==> src/rtl/fifo_pkg.sv <==
// Shared defaults and sizing helpers for the flop-based FIFO with thresholds.
package fifo_pkg;
  localparam int DEF_BITS   = 32;
  localparam int DEF_DEPTH  = 16;
  localparam int DEF_AF_LVL = DEF_DEPTH - 2;
  localparam int DEF_AE_LVL = 2;

  // Count must hold 0..DEPTH inclusive, hence one bit more than the pointers.
  function automatic int cnt_w(input int depth);
    return $clog2(depth) + 1;
  endfunction
endpackage

==> src/rtl/fifo_ptr.sv <==
// Wrapping pointer register; relies on power-of-two depth for natural wrap.
module fifo_ptr #(
  parameter int W = 4
) (
  input  logic         clk,
  input  logic         rst,
  input  logic         inc,
  output logic [W-1:0] ptr
);

  always_ff @(posedge clk or negedge rst) begin
    if (!rst)     ptr <= '0;
    else if (inc) ptr <= ptr + 1'b1;
  end

endmodule

==> src/rtl/fifo_flops_thr.sv <==
// First-word-fall-through FIFO in flops with almost-full/empty thresholds
// and sticky overflow/underflow flags.
module fifo_flops_thr
  import fifo_pkg::*;
#(
  parameter int BITS   = DEF_BITS,
  parameter int DEPTH  = DEF_DEPTH,
  parameter int AF_LVL = DEPTH - 2,
  parameter int AE_LVL = DEF_AE_LVL
) (
  input  logic                    clk,
  input  logic                    rst,
  input  logic [BITS-1:0]         Din,
  input  logic                    push,
  input  logic                    pop,
  input  logic                    clr_err,
  output logic [BITS-1:0]         Dout,
  output logic                    full,
  output logic                    pndng,
  output logic [cnt_w(DEPTH)-1:0] count,
  output logic                    almost_full,
  output logic                    almost_empty,
  output logic                    overflow,
  output logic                    underflow
);

  localparam int AW = $clog2(DEPTH);
  localparam int CW = cnt_w(DEPTH);

  if (BITS < 1) begin : g_bad_bits
    $error("fifo_flops_thr: BITS must be >= 1");
  end
  if (DEPTH < 4 || (DEPTH & (DEPTH - 1)) != 0) begin : g_bad_depth
    $error("fifo_flops_thr: DEPTH must be a power of two >= 4");
  end
  if (AF_LVL < 1 || AF_LVL > DEPTH - 1) begin : g_bad_af
    $error("fifo_flops_thr: AF_LVL out of range 1..DEPTH-1");
  end
  if (AE_LVL < 1 || AE_LVL > DEPTH - 1) begin : g_bad_ae
    $error("fifo_flops_thr: AE_LVL out of range 1..DEPTH-1");
  end

  logic [BITS-1:0] mem [DEPTH];
  logic [AW-1:0]   wr_ptr;
  logic [AW-1:0]   rd_ptr;
  logic            push_ok;
  logic            pop_ok;

  // Handshake: pop is accepted only while an entry is pending (pndng acts as
  // valid); push is accepted when not full, or when full and a pop is accepted
  // in the same cycle. Unaccepted requests change nothing but raise a sticky flag.
  assign pop_ok  = pop & pndng;
  assign push_ok = push & (~full | pop_ok);

  fifo_ptr #(.W(AW)) u_wr_ptr (
    .clk (clk),
    .rst (rst),
    .inc (push_ok),
    .ptr (wr_ptr)
  );

  fifo_ptr #(.W(AW)) u_rd_ptr (
    .clk (clk),
    .rst (rst),
    .inc (pop_ok),
    .ptr (rd_ptr)
  );

  // Storage is intentionally not reset; the count gates visibility.
  always_ff @(posedge clk) begin
    if (push_ok) mem[wr_ptr] <= Din;
  end

  always_ff @(posedge clk or negedge rst) begin
    if (!rst) begin
      count <= '0;
    end else if (push_ok && !pop_ok) begin
      count <= count + 1'b1;
    end else if (pop_ok && !push_ok) begin
      count <= count - 1'b1;
    end
  end

  // A rejection in the same cycle as clr_err keeps the flag set.
  always_ff @(posedge clk or negedge rst) begin
    if (!rst) begin
      overflow  <= 1'b0;
      underflow <= 1'b0;
    end else begin
      if (push && !push_ok) overflow <= 1'b1;
      else if (clr_err)     overflow <= 1'b0;
      if (pop && !pop_ok)   underflow <= 1'b1;
      else if (clr_err)     underflow <= 1'b0;
    end
  end

  assign full         = (count == CW'(DEPTH));
  assign pndng        = (count != '0);
  assign almost_full  = (count >= CW'(AF_LVL));
  assign almost_empty = (count <= CW'(AE_LVL));
  assign Dout         = pndng ? mem[rd_ptr] : '0;

endmodule

==> config.mk <==
export PLATFORM = sky130hd
export DESIGN_NAME = fifo_flops_thr
export DESIGN_NICKNAME = d
export VERILOG_FILES = /design/src/rtl/fifo_pkg.sv /design/src/rtl/fifo_ptr.sv /design/src/rtl/fifo_flops_thr.sv
export SDC_FILE = /design/constraint.sdc
export NUM_CORES = 1
export LEC_CHECK = 0
export CAP_MARGIN = 20
export CORE_ASPECT_RATIO = 0.75
export CORE_MARGIN = 1.5
export CORE_UTILIZATION = 51
export DETAILED_ROUTE_END_ITERATION = 8
export PLACE_DENSITY = 0.69
export RECOVER_POWER = 100
export SYNTH_ARGS = -nofsm -noshare
export SYNTH_HDL_FRONTEND = slang
export SYNTH_SLANG_ARGS = --single-unit
==> constraint.sdc <==
create_clock -name clk -period 4.4 [get_ports clk]
set_input_delay 0.88 -clock clk [delete_from_list [all_inputs] [get_ports clk]]
set_output_delay 0.88 -clock clk [all_outputs]
set_load 0.03 [all_outputs]
* Word level (Yosys, flattened, before mapping)
Memory sizes are Yosys's and may differ from the RTL's. Index checks and enable logic that the tools add are counted.
Storage, ports and cells: register bits after elaboration 15, RAM bits 512, input port bits 37, output and inout port bits 43, logic and storage cells 35, memories kept 1
Memory list:
- mem | words 16, width 32, read ports 1, clocked after memory_dff 0, write ports 1, RTL line fifo_flops_thr.sv:43 | logic [BITS-1:0] mem [DEPTH];
Cells by class: $add $sub $neg 4, order comparisons 2, equal/unequal tests 1, mux-type cells 8, bitwise gates (word level) 4, reduce and logical (&&, ||, !) cells 10
Operators with widths (count):
- $mux W32 | 1
- $mux W5 | 2
- $add A4 B1 Y4 const B | 2
- $reduce_bool A2 Y1 | 3
- $add A5 B1 Y5 const B | 1
- $eq A5 B5 Y1 const B | 1
- $ge A5 B4 Y1 const B | 1
- $le A5 B2 Y1 const B | 1
- $mux W1 | 5
- $reduce_bool A5 Y1 | 1
- $sub A5 B1 Y5 const B | 1
- $logic_and A1 B1 Y1 | 4
- $and A1 B1 Y1 | 2
- $logic_not A1 Y1 | 2
- $not A1 Y1 | 1
- $or A1 B1 Y1 | 1

* Longest topological paths before layout
depth after elaboration 8, mapped depth 11, mapped depth without buffers 9

* Modules after synthesis
From an unflattened synthesis, not the netlist that was laid out.
Second synthesis, totals: cells, all modules 879, area, all modules 20404.6 sq um
Modules (own cells, without submodules):
- fifo_flops_thr | times used 1, cells each 857, area each 20084.3 sq um, seq. area each 15549.9 sq um
- fifo_ptr | times used 2, cells each 11, area each 160.2 sq um, seq. area each 100.1 sq um

* Worst setup path after synthesis
OpenSTA, ideal clock, no wires.
kind reg-to-reg, start point reg count[1], end point mem mem[3][0] (netlist name) (enable), arrival time 3.775 ns, slack 0.164 ns, stages on the path, launching flop included 7, clock period less this slack 4.236 ns, cell sequence dfrtp_1 > clkbuf_1 > nor2_1 > a41oi_1 > clkbuf_1 > nand2_1 > nor3_1
Between the ends: longest elaborated chain between the ends 6
Ends and longest elaborated chain:
- start: declaration | RTL line fifo_flops_thr.sv:20 | output logic [cnt_w(DEPTH)-1:0] count,
- start signal: assignment | RTL line fifo_flops_thr.sv:78 | count <= count + 1'b1;
- start signal: assignment | RTL line fifo_flops_thr.sv:80 | count <= count - 1'b1;
- $reduce_bool A5 Y1 or $eq A5 B5 Y1 (tied branches) | RTL line fifo_flops_thr.sv:98, fifo_flops_thr.sv:97
- $and A1 B1 Y1 or $not A1 Y1 (tied branches) | RTL line fifo_flops_thr.sv:52, fifo_flops_thr.sv:53
- $or A1 B1 Y1 * | RTL line fifo_flops_thr.sv:53 | assign push_ok = push & (~full | pop_ok);
- $and A1 B1 Y1 * | RTL line fifo_flops_thr.sv:53
- $mux W1 * | RTL line fifo_flops_thr.sv:71 | if (push_ok) mem[wr_ptr] <= Din;
- $mux W1 (implied by the code) * | RTL line fifo_flops_thr.sv:71
- end: declaration | RTL line fifo_flops_thr.sv:43
Mark *: on every way between the ends. The rest lies on a longest branch, timed or not.

* Final worst setup path
start point reg count[4], end point out Dout[0]
Between the ends: longest elaborated chain between the ends 2
Ends and longest elaborated chain:
- $reduce_bool A5 Y1 | RTL line fifo_flops_thr.sv:98 | assign pndng = (count != '0);
- $mux W32 | RTL line fifo_flops_thr.sv:101 | assign Dout = pndng ? mem[rd_ptr] : '0;
- end: declaration | RTL line fifo_flops_thr.sv:17 | output logic [BITS-1:0] Dout,
Every way passes these cells.

==> summary.md <==
| Metric | Value |
|---|---|
| Status | `finished, violations left` |
| Failing checks | `max-capacitance violations, max-slew violations` |
| Achievable clock frequency | `between 200 and 250 MHz` |
| Share of post-route cells with drive strength above 1 | `0.2571` |
| Post-route ant nets | `0` |
| CTS tree | `yes` |
| Maximum clock path buffer count | `3` |
| Post-synthesis cell type count | `40` |
| Logic pwr share | `0.340` |
| 1st-iter DRT viols | `approximately 1.1k` |
| First-pass DRT Iterations | `5` |
| Syn avg cell area | `around 23 um2` |
| Psw | `about 5.1 mW` |
| Launch point of the worst reg-to-reg path | `count[1]` |
| Mapped Area | `around 0.020 mm2` |
| Min-delay src | `overflow` |
| CP Data Required Time | `3.52 ns` |
| Core ar. | `between 0.03 and 0.04 mm2` |
| Total GRT Usage | `0.2196` |
| Crit path time final | `around 4.3 ns` |
| Mapped Cells | `slightly below 900` |
| Crit path DAT | `3.39 ns` |
| Area grow syn2layout | `15.14%` |
| Total Wirelength | `~43000 um` |
| Setup violators final | `0` |
| Critical-path top delay cell | `dlygate4sd3_1` |
| Port Buf Inserts | `about 80` |
| First-pass GRT wire length | `65090 um` |
| Dpl ws | `0.6019 ns` |
| CTS sink cnt | `527` |
| CTS Buf Count | `between 40 and 50` |
| Slew Viols, Final | `59` |
| Post-synth EDFFs | `512` |
| Vias in the first global route | `9737` |
| # rows | `63` |
| Cell Pwr Density | `679.9 mW/mm2` |
| Clk pwr share | `0.259` |
| Clk root buf | `clkbuf_16` |
| Most common cell after layout, fill and taps aside | `edfxtp_1` |
| Flop and latch count out of synthesis | `roughly 530` |
| Vias | `9588` |
| Fin nets | `1063` |
| Primary FF master, synth | `edfxtp_1` |
| # diodes | `0` |
| Post-synthesis sequential area ratio | `0.7706` |
| Crit-path cells | `or3_4 > nor3_2 > nor2_4 > buf_4 > a221o_1 > dlygate4sd3_1` |
| Global placer's final weighted congestion | `between 0.7 and 0.8` |
| Final period util | `0.9711` |
| Endpoint class of the critical path | `output port` |
| Max incr delay on CP | `between 0.7 and 0.8 ns` |
| Switching power share of the total | `0.3163` |
| CP Buf/Inv Count | `2` |
| HP Class | `flop to flop` |
| Seq pwr share | `0.401` |
| Die Y | `about 180 um` |
| YS warnings | `0` |
| Least-Margin Pin Slew | `about 1.5 ns` |
| DRC violations left | `0` |
| Hold buffer count at CTS | `0` |
| Largest vdd supply drop | `about 0.37 mV` |
| H-tree depth | `2` |
| Critical path origin | `count[4]` |
| CP delay by family, top | `buffers and inverters` |
| Setup CP Type | `flop to output port` |
| Largest net degree at the start of global routing | `37` |
| Post-synth ARST share | `0.02846` |
| Fin Setup TNS | `0 ns` |
| Initial Utilization | `0.5176` |
| Die width | `234.2 um` |
| DP Wirelength | `~24000 um` |
| Setup crit start kind | `flop` |
| Int Power | `10.94 mW` |
| Most frequent cells in the layout | `edfxtp_1, mux4_2, dlygate4sd3_1, clkbuf_16, a221o_1` |
| Slew HR | `-0.01528` |
| Vias per std cell | `6.091` |
| DIE AREA | `roughly 0.041 mm2` |
| Final setup margin | `approximately 0.13 ns` |
| Clk slew on worst S/H paths | `roughly 0.060 ns` |
| WL/cell | `around 28 um` |
| RSZ-0062 raised after global routing | `false` |
| Mapped Nets | `934` |
| CP max FO | `13` |
| Top Ports | `80` |
| Clk_lat worst skew | `0.58 ns` |
| Final Hold Vio Count | `0` |
| Fillcell total | `between 2k and 3k` |
| Antenna violations before repair | `3` |
| Worst Clk Skew | `0.01946 ns` |
| Max-capacitance violation count | `3` |
| GRT overflow | `0` |
| Leak | `7.561 nW` |
## cell type report
| class | count | area (um2) | area share |
|---|---|---|---|
| tap | 520 | 650.6 | 0.02764 |
| timing repair buffer | 126 | 1132 | 0.04811 |
| sequential | 527 | 15760 | 0.6697 |
| clock buffer | 57 | 1287 | 0.05470 |
| clock inverter | 31 | 276.5 | 0.01175 |
| inverter | 10 | 37.54 | 0.001595 |
| multi-input combinational | 303 | 4389 | 0.1865 |
## metrics by stage
stage | area [um2] | cells | power [mW] | util | hold WS [ns]
finish | 23540 | 1574 | 16.00 | 0.5960 | 0.4921
global placement | 22100 | 1485 | 12.05 | 0.5597 | 0.4840
detailed placement | 22100 | 1485 | 12.12 | 0.5597 | 0.4871
global route | 23540 | 1574 | 16.68 | 0.5960 | 0.5235
CTS | 23680 | 1574 | 16.29 | 0.5997 | 0.5015
floorplan | 20440 | 887 | 10.17 | - | 0.5119
## Yosys cell counts, types with 2 or more instances
cell type,n,area share
a21oi_1,2,0.00049
a221o_1,32,0.016
and2b_1,7,0.0026
and3_1,16,0.0049
buf_1,9,0.0017
buf_12,4,0.0039
buf_2,17,0.0042
clkbuf_1,16,0.0029
dfrtp_1,15,0.018
edfxtp_1,512,0.75
ha_1,9,0.0055
inv_1,10,0.0018
mux2_2,33,0.018
mux4_2,128,0.14
nand2_1,5,0.00092
nand3_1,3,0.00073
nor2_1,5,0.00092
nor2b_1,28,0.0086
nor3_1,2,0.00049
o2111ai_1,2,0.00086
o21ai_0,5,0.0012
or3_1,2,0.00061
xnor2_1,6,0.0026
xor2_1,3,0.0013
## power by group through the flow
| stage | Sequential, mW | Clock [mW] | Combinational [mW] |
|---|---|---|---|
| global placement | 6.51 | 0 | 5.54 |
| floorplan | 6.33 | 0 | 3.84 |
| CTS | 6.41 | 4.22 | 5.66 |
| detailed placement | 6.54 | 0 | 5.58 |
| finish | 6.41 | 4.14 | 5.45 |
| global route | 6.46 | 4.44 | 5.79 |
## per-layer routing
metal | wire length (um) | share of wire | track usage
met3 | 2579 | 0.059 | 0.03295
met1 | 19510 | 0.45 | 0.3370
met5 | 27 | 0.00062 | 0
met4 | 718 | 0.017 | 0.04995
met2 | 20580 | 0.47 | 0.3374
## sequential cells by signal, indices dropped and copies added, names as in the netlist
register,cells
mem,512
count,5
u_rd_ptr.ptr,4
u_wr_ptr.ptr,4
overflow,1
underflow,1
## kinds of logic (layout without fill, tap and decap cells)
group / Yosys count / in the layout / synth area share
DFF: 527 / 527 / 0.7706
muxes: 161 / 161 / 0.1592
and+or+nand+nor: 73 / 73 / 0.02173
buffers and inverters: 57 / 224 / 0.01506
AOI/OAI and AO/OA: 50 / 50 / 0.02308
adders and majority gates: 10 / 10 / 0.006489
xor gates and xnor gates: 9 / 9 / 0.003857
## worst paths after layout
check	to	slack, ns	cells after the start
min reg2reg	overflow	0.49	1
max in group asynchronous	u_rd_ptr.ptr[3]	3.00	1
min	overflow	0.49	1
max reg2reg	mem[8][29]	0.64	5
max	Dout[0]	0.13	6
min in group asynchronous	u_rd_ptr.ptr[0]	0.83	1
## timing repair
action | 4_1_cts | 5_1_grt
buffers inserted | 1 | 0
endpoints found under the setup margin | 1 | 0
resized for setup | 0 | 0
Note: power is estimated with default switching activity, not from simulation.
